File: config.mk
export PLATFORM = sky130hd
export DESIGN_NAME = apollo_resp_decoder
export DESIGN_NICKNAME = d
export VERILOG_FILES = /design/src/rtl/apollo_resp_decoder.sv
export SDC_FILE = /design/constraint.sdc
export NUM_CORES = 1
export LEC_CHECK = 0
export ABC_CLOCK_PERIOD_IN_PS = 2750
export CORE_UTILIZATION = 35
export DETAILED_ROUTE_END_ITERATION = 7
export PLACE_DENSITY_LB_ADDON = 0.08
export SYNTH_ARGS = -nofsm -noshare
export SYNTH_HDL_FRONTEND = slang
export SYNTH_SLANG_ARGS = --single-unit
File: constraint.sdc
create_clock -name clock -period 2.75 [get_ports clock]
set_input_delay 0.6875 -clock clock [delete_from_list [all_inputs] [get_ports clock]]
set_output_delay 0.6875 -clock clock [all_outputs]
set_load 0.02 [all_outputs]
File: src/rtl/apollo_resp_decoder.sv
// Apollo response decoder.
// Tracks one outstanding command to the Apollo ATU over SPI and checks the
// word shifted back against it. Mismatches, timeouts, status changes and
// version reads go into a 4-deep first-word-fall-through event FIFO for the
// host. The last status and version payloads are kept as registers.
//
// Ports
//   clock, reset          system clock; synchronous active-high reset
//   enable                Apollo selected; low flushes FSM, timer and FIFO
//   cmd_sent, cmd_word    command handed to the SPI link (opcode in [31:24])
//   resp_valid, resp_word word returned by the SPI transfer
//   evt_valid, evt_word   FIFO head ({code, payload}); evt_ready pops it
//   ovf_clear             clears the sticky overflow flag
//   atu_status            last accepted status payload
//   fw_version            last accepted firmware version
//   tuning                tune cycle in progress
//   overflow              sticky: an event was dropped on a full FIFO
//   err_count             mismatch + timeout count, saturating
//
// state     | meaning
// IDLE      | no command outstanding; any response is unsolicited
// WAIT_RESP | command latched, timer running until a response arrives
// DECODE    | one cycle: compare latched response with latched command

module apollo_resp_decoder #(
  parameter int ClockFrequency = 30000,
  parameter int RespTimeoutMs  = 100
) (
  input  logic        clock,
  input  logic        reset,
  input  logic        enable,
  input  logic        cmd_sent,
  input  logic [31:0] cmd_word,
  input  logic        resp_valid,
  input  logic [31:0] resp_word,
  output logic        evt_valid,
  output logic [31:0] evt_word,
  input  logic        evt_ready,
  input  logic        ovf_clear,
  output logic [23:0] atu_status,
  output logic [15:0] fw_version,
  output logic        tuning,
  output logic        overflow,
  output logic [7:0]  err_count
);

  localparam int          TicksInt  = ClockFrequency * RespTimeoutMs / 1000;
  localparam logic [15:0] TicksLast = 16'(TicksInt - 1);

  localparam logic [7:0] EvtMismatch = 8'h02;
  localparam logic [7:0] EvtTimeout  = 8'h03;
  localparam logic [7:0] EvtStatus   = 8'h06;
  localparam logic [7:0] EvtVersion  = 8'h07;

  typedef enum logic [1:0] {IDLE, WAIT_RESP, DECODE} state_t;

  state_t      r_state, w_state_next;
  logic [15:0] r_timer, w_timer_next;
  logic [31:0] r_cmd, w_cmd_next;
  logic [31:0] r_resp, w_resp_next;
  logic [23:0] r_atu, w_atu_next;
  logic [15:0] r_fw, w_fw_next;
  logic        r_tuning, w_tuning_next;
  logic        r_first, w_first_next;
  logic        r_overflow;
  logic [7:0]  r_err;
  logic        w_push;
  logic [31:0] w_push_word;
  logic        w_err_inc;
  logic [7:0]  w_op;

  logic [31:0] r_mem [4];
  logic [1:0]  r_wr_ptr, r_rd_ptr;
  logic [2:0]  r_count;
  logic        w_pop, w_accept, w_drop;

  assign w_op = r_cmd[31:24];

  always_comb begin
    w_state_next  = r_state;
    w_timer_next  = r_timer;
    w_cmd_next    = r_cmd;
    w_resp_next   = r_resp;
    w_atu_next    = r_atu;
    w_fw_next     = r_fw;
    w_tuning_next = r_tuning;
    w_first_next  = r_first;
    w_push        = 1'b0;
    w_push_word   = '0;
    w_err_inc     = 1'b0;
    case (r_state)
      IDLE: begin
        if (cmd_sent) begin
          w_cmd_next   = cmd_word;
          w_timer_next = '0;
          w_state_next = WAIT_RESP;
        end
        if (resp_valid) begin
          w_push      = 1'b1;
          w_push_word = {EvtMismatch, 24'd0};
          w_err_inc   = 1'b1;
        end
      end
      WAIT_RESP: begin
        // A response in the same cycle as a new command belongs to the old one.
        if (resp_valid) begin
          w_resp_next  = resp_word;
          w_state_next = DECODE;
        end else if (cmd_sent) begin
          w_cmd_next   = cmd_word;
          w_timer_next = '0;
        end else if (r_timer == TicksLast) begin
          w_push       = 1'b1;
          w_push_word  = {EvtTimeout, w_op, 16'd0};
          w_err_inc    = 1'b1;
          w_timer_next = '0;
          w_state_next = IDLE;
        end else begin
          w_timer_next = r_timer + 16'd1;
        end
      end
      DECODE: begin
        w_state_next = IDLE;
        w_timer_next = '0;
        if (w_op == 8'd6 || w_op == 8'd7) begin
          if (r_resp[31:24] != w_op) begin
            w_push      = 1'b1;
            w_push_word = {EvtMismatch, r_cmd[23:0]};
            w_err_inc   = 1'b1;
          end else if (w_op == 8'd6) begin
            w_tuning_next = r_resp[0];
            if (r_resp[23:0] != r_atu || r_first) begin
              w_atu_next   = r_resp[23:0];
              w_first_next = 1'b0;
              w_push       = 1'b1;
              w_push_word  = {EvtStatus, r_resp[23:0]};
            end
          end else begin
            w_fw_next   = r_resp[15:0];
            w_push      = 1'b1;
            w_push_word = {EvtVersion, 8'd0, r_resp[15:0]};
          end
        end else begin
          // Set-type commands (and unknown opcodes) are acked by an exact echo.
          if (r_resp != r_cmd) begin
            w_push      = 1'b1;
            w_push_word = {EvtMismatch, r_cmd[23:0]};
            w_err_inc   = 1'b1;
          end else if (w_op == 8'd4) begin
            w_tuning_next = 1'b1;
          end else if (w_op == 8'd5) begin
            w_tuning_next = 1'b0;
          end
        end
        // A back-to-back command is accepted while the previous one decodes.
        if (cmd_sent) begin
          w_cmd_next   = cmd_word;
          w_state_next = WAIT_RESP;
        end
      end
      default: begin
        w_state_next = IDLE;
        w_timer_next = '0;
      end
    endcase
  end

  assign w_pop    = evt_ready && (r_count != 3'd0);
  assign w_accept = w_push && ((r_count != 3'd4) || w_pop);
  assign w_drop   = w_push && (r_count == 3'd4) && !w_pop;

  always_ff @(posedge clock) begin
    if (reset) begin
      r_state  <= IDLE;
      r_timer  <= '0;
      r_cmd    <= '0;
      r_resp   <= '0;
      r_wr_ptr <= '0;
      r_rd_ptr <= '0;
      r_count  <= '0;
    end else if (!enable) begin
      r_state  <= IDLE;
      r_timer  <= '0;
      r_wr_ptr <= '0;
      r_rd_ptr <= '0;
      r_count  <= '0;
    end else begin
      r_state <= w_state_next;
      r_timer <= w_timer_next;
      r_cmd   <= w_cmd_next;
      r_resp  <= w_resp_next;
      if (w_accept) r_wr_ptr <= r_wr_ptr + 2'd1;
      if (w_pop)    r_rd_ptr <= r_rd_ptr + 2'd1;
      case ({w_accept, w_pop})
        2'b10:   r_count <= r_count + 3'd1;
        2'b01:   r_count <= r_count - 3'd1;
        default: r_count <= r_count;
      endcase
    end
  end

  always_ff @(posedge clock) begin
    if (enable && w_accept) r_mem[r_wr_ptr] <= w_push_word;
  end

  always_ff @(posedge clock) begin
    if (reset) begin
      r_atu      <= '0;
      r_fw       <= '0;
      r_tuning   <= 1'b0;
      r_first    <= 1'b1;
      r_overflow <= 1'b0;
      r_err      <= '0;
    end else if (enable) begin
      r_atu    <= w_atu_next;
      r_fw     <= w_fw_next;
      r_tuning <= w_tuning_next;
      r_first  <= w_first_next;
      // A drop in the same cycle as a clear must stay visible.
      if (w_drop)         r_overflow <= 1'b1;
      else if (ovf_clear) r_overflow <= 1'b0;
      if (w_err_inc && r_err != 8'hFF) r_err <= r_err + 8'd1;
    end
  end

  assign evt_valid  = (r_count != 3'd0);
  assign evt_word   = evt_valid ? r_mem[r_rd_ptr] : 32'd0;
  assign atu_status = r_atu;
  assign fw_version = r_fw;
  assign tuning     = r_tuning;
  assign overflow   = r_overflow;
  assign err_count  = r_err;

endmodule

# After elaboration in Yosys (flattened, before gate mapping)
# Memories as Yosys holds them, arrays and structs flattened. A register that Yosys moved wholly into a read port is not among the register bits.
# Cells that the tools add are included.
# totals
memories,1
input_bits,71
out_inout_bits,83
ramBits,128
ff_bits,140
# op_classes
reduce_logical,27
addsub,6
eq_ne,22
mux,51
n_bitwise,3
# mem_list
name,words,width,read_ports,rd_ports_with_merged_regs,write_ports,line_no,source
r_mem,4,32,1,1,1,72,logic [31:0] r_mem [4];
# op_table
cell,n
$mux 32,6
$mux 26,5
$pmux 32 s3,1
$mux 16,4
$pmux 32 s2,1
$eq 8x3->1 const B,4
$ne 32x32->1,1
$pmux 16 s2,1
$mux 27,1
$ne 24x24->1,1
$mux 1,22
$add 16x1->16 const B,1
$eq 16x12->1 const B,1
$mux 2,6
$reduce_and 6->1,2
$ne 2x2->1 const B,5
$ne 3x3->1 const B,3
$reduce_and 3->1,3
$add 8x1->8 const B,1
$ne 8x8->1,1
$ne 8x8->1 const B,1
$logic_and 1x1->1,6
$pmux 1 s3,2
$pmux 2 s3,1
other kinds (16),29

# Depth between registers and ports, before layout
# logic_depth
word_depth,11
ltp_mapped,12

# Worst setup path before layout
# OpenSTA, ideal clock, no wires.
# synth_timing
kind,reg2reg
start,"register r_atu[22], in the netlist atu_status[22]"
end,register r_count[2]
synth_period_minus_slack_ps,2851
setup_slack_ps,-101
path_stages_with_launch,12
t_arrival_ps,2731
path_buffers,0
cell_sequence,dfxtp_1 > xor2_1 > nor4_1 > nand4_2 > nor4_4 > o21ai_2 > a211oi_4 > inv_1 > fa_1 > nand3_1 > mux2i_1 > a211o_1
# synth_between
elab_chain_len,10
word_cells_on_any_way,12
classes_between,eq/ne: 3; mux: 6; reduce/logical: 3
# synth_lines
item,line_no,source
"start, declared",61,"logic [23:0] r_atu, w_atu_next;"
"start signal, assigned",215,r_atu <= w_atu_next;
$ne 24x24->1 (*),132,if (r_resp[23:0] != r_atu || r_first) begin
$logic_or 1x1->1 (*),132,
$mux 1 (*),132,
$mux 1 (*),130,end else if (w_op == 8'd6) begin
$mux 1 (*),126,if (r_resp[31:24] != w_op) begin
$mux 1 (*),125,if (w_op == 8'd6 || w_op == 8'd7) begin
$pmux 1 s3 (*),91,case (r_state)
$logic_and 1x1->1 (*),169,assign w_accept = w_push && ((r_count != 3'd4) || w_pop);
$eq 2x1->1 or $eq 2x2->1 (tied branches),194,"case ({w_accept, w_pop})"
$pmux 3 s2 or $reduce_bool 2->1 (tied branches),n/a,
"end signal, assigned",195,2'b10: r_count <= r_count + 3'd1;
"end signal, assigned",196,2'b01: r_count <= r_count - 3'd1;
"end signal, assigned",197,default: r_count <= r_count;
"end, declared",74,logic [2:0] r_count;
# Mark *: on every way between the ends. The rest lies on a longest branch, timed or not.
# A chain may end at the register's enable or synchronous reset.

==> impl_metrics.toml <==
[sta]
max_freq_mhz = 364
finClkSkew_ps = 9.33
drv_slew = 0
fin_crit_sh = 0.998
tightest_slew_ps = 941
finalCriticalPeriod_ps = 2750
fin_setup_tns_ps = 0
slew_headroom = 0.370
setup_violations = 0
rsz0062_at_grt = "yes"
final_hold_viol_count = 0

[worst_setup_path]
timing.rr.end = "r_count[2]"
ff2ff_setup_slack_ps = 50
crit_required_ps = 2060
critical_path_arrival_ps = 2060
timing.rr.start = "r_cmd[31]"
worstSetupEndpointType = "output pin"
ff2ff_path_depth = 11
crit_path_start_kind = "register"
critPathMaxFanout = 7
worstSetupPathType = "reg2out"

[run]
cap_viol_max_count = 0

[finish]
synthToLayoutAreaGrowth_pct = 34.2
final_area_sq_mm = 0.0144
drive_gt1_frac = 0.202
layout_commonest_cell = "nand2_1"
layout_common_cells = "252 x nand2_1, 131 x dfxtp_1, 119 x clkdlybuf4s50_1"
seq_area_sq_mm = 0.00611
fin_nets = 1322
fillCellCount = 2772
num_antenna_cells = 0
multi_input_area_sq_mm = 0.00439

[synth]
ys.flop_type = "dfxtp_1"
synth_area_per_cell_sq_um = 10.4
synth_top_area_share = 0.302
netlist_top_cells_area = "edfxtp_1 30%, dfxtp_1 26%, nand2_1 8.8%"
synth_edf_count = 108
yosys_warnings = 0
syn_area_sq_mm = 0.0107
synth_seq_cells = 250
syn_inst = 1032
synth.yosys.seq_area_share = 0.567
synthArstFlopShare = 0
yosys.area.top_type = "edfxtp_1"
ys_types = 56

[clock_tree]
insertion_delay_ps = 550
cts_tree = "built"
numCtsBuffers = 28
cts_hold_buf = 0
path_clk_slew_ps = 60
h-tree-depth = 1
root_buffer = "clkbuf_16"
clk_path_buf_depth = 3
cts_sinks = 250

[place]
portBuffers = 148
placed_area_sq_mm = 0.0131
hpwl_mm = 21.6
place_congestion = 0.782

[die]
die-area_sq_mm = 0.0314
die_w_um = 177
initial_core_util = 0.359
boundaryPins = 154
rows = 63
die_y_um = 177
fp.coreArea_sq_mm = 0.0299

[route]
wl_per_cell_um = 18.5
drcViolationCount = 0
vias = 8100
avgViaCountPerCell = 4.89
drt_first_pass_iters = 5
ant_nets = 0
drt_iter0_markers = 427
wl_mm = 30.6

[power]
power.leakage_uw = 0.00538
p_clk_frac = 0.449
power_switching_uw = 1920
power_frac_comb = 0.079
switching_share = 0.230
p_int_uw = 6430
pwr-share-seq = 0.473
ir_drop_uv = 411
finalPower_uw = 8360
p_per_area_mw_per_mm2 = 580

[status]
status = "complete, no violations"

[global_route]
grtUsageTotal = 0.194
antenna_found_initial = 0
grt_max_degree = 53
grt-ovfl-total = 0
first_global_vias = 7975
grt_pass1_wl_mm = 46.5

[worst_hold_path]
worstHoldPathType = "reg2reg"
hold_end = "fw_version[6]"
min_path_cells = 2
hold_start = "fw_version[6]"
stage by stage:
stage / hold WS, ps / util / setup slack [ps] / std cells
finish: 451 / 0.482 / 4.74 / 1656
global route: 472 / 0.482 / -83.8 / 1656
CTS: 457 / 0.474 / -24.1 / 1645
detailed placement: 443 / 0.440 / -221 / 1584
global placement: 438 / 0.440 / -210 / 1584
floorplan: 427 / - / 2.95 / 1036
repair_timing:
| item | in CTS | in global routing |
|---|---|---|
| pin swaps | 2 | 11 |
| gates resized for setup | 101 | 63 |
| hold endpoints to repair | 0 | 0 |
| setup endpoints to repair | 138 | 170 |
| cloned | 1 | 4 |
| buffers inserted | 8 | 8 |
power groups by stage:
stage          Sequential [uW]  Combinational [uW]  Clock [uW]
4_1_cts                   3950                 636        3840
3_5_place_dp              4030                 639           0
6_report                  3950                 657        3750
5_1_grt                   3960                 718        3990
2_1_floorplan             4020                 327           0
3_3_place_gp              4030                 638           0
layer usage:
layer	wire length, um	part of all wire	track usage	vias to the layer above
li1	-	-	-	3988
met1	14600	0.48	0.284	3870
met2	14000	0.46	0.304	212
met3	1610	0.053	0.0277	30
met4	399	0.013	0.0330	0
met5	0	0	0	-
kinds of logic (layout without fill, tap and decap cells):
| logic type | count (synthesis) | in the layout | share of synthesized area |
|---|---|---|---|
| flops | 250 | 250 | 0.567 |
| xor+xnor | 75 | 75 | 0.0612 |
| other cells | 1 | 5 | 0.000349 |
| mux | 36 | 36 | 0.0651 |
| compound gates | 160 | 160 | 0.0870 |
| buf+inv | 85 | 315 | 0.0336 |
| simple gates | 418 | 418 | 0.177 |
| fa+ha+maj | 7 | 7 | 0.00886 |
worst max path at each step:
| stage | slack (ps) | cells after the start | end | start |
|---|---|---|---|---|
| final | 5 | 5 | evt_word[26] | register |
| after global routing | -80 | 11 | r_count[2] | r_resp[21] |
| after CTS | -20 | 4 | evt_word[14] | register |
| after detailed placement | -220 | 11 | r_count[2] | r_resp[23] |
| after global placement | -210 | 11 | r_count[2] | r_resp[23] |
| after floorplan | 3 | 4 | evt_word[16] | register |
synth_stat cells, drive strengths merged (9+ instances only):
cell type	number
nor4	17
mux4	27
xor2	60
nand4	13
and3	10
a22o	12
nand3	16
xnor2	15
nor2	49
clkbuf	62
o21ai	12
mux2i	9
dfxtp	142
nand2	252
edfxtp	108
a21oi	113
and2	33
nor3	9
buf	15
sequential cells by signal (all words and copies together) (netlist names), named ones only:
signal      flops
r_resp         32
r_state         2
overflow        1
r_mem         108
err_count       8
r_first         1
r_rd_ptr        2
r_cmd          32
r_timer        16
r_count         3
tuning          1
fw_version     16
atu_status     24
r_wr_ptr        2
layout make-up:
cell class / count / area share
Sequential cell: 250 / 0.424
Inverter: 8 / 0.00208
Multi-Input combinational cell: 701 / 0.305
Timing Repair Buffer: 255 / 0.169
Clock buffer: 44 / 0.0612
Clock inverter: 8 / 0.00495
Tap cell: 390 / 0.0339
critical path, stage by stage, from the launching register on:
cell	delay (ps)
dfxtp_4	430
buf_12	150
buf_4	110
mux4_2	520
and2_4	180
buf_6	120
Power figures use the tool's default switching activity.
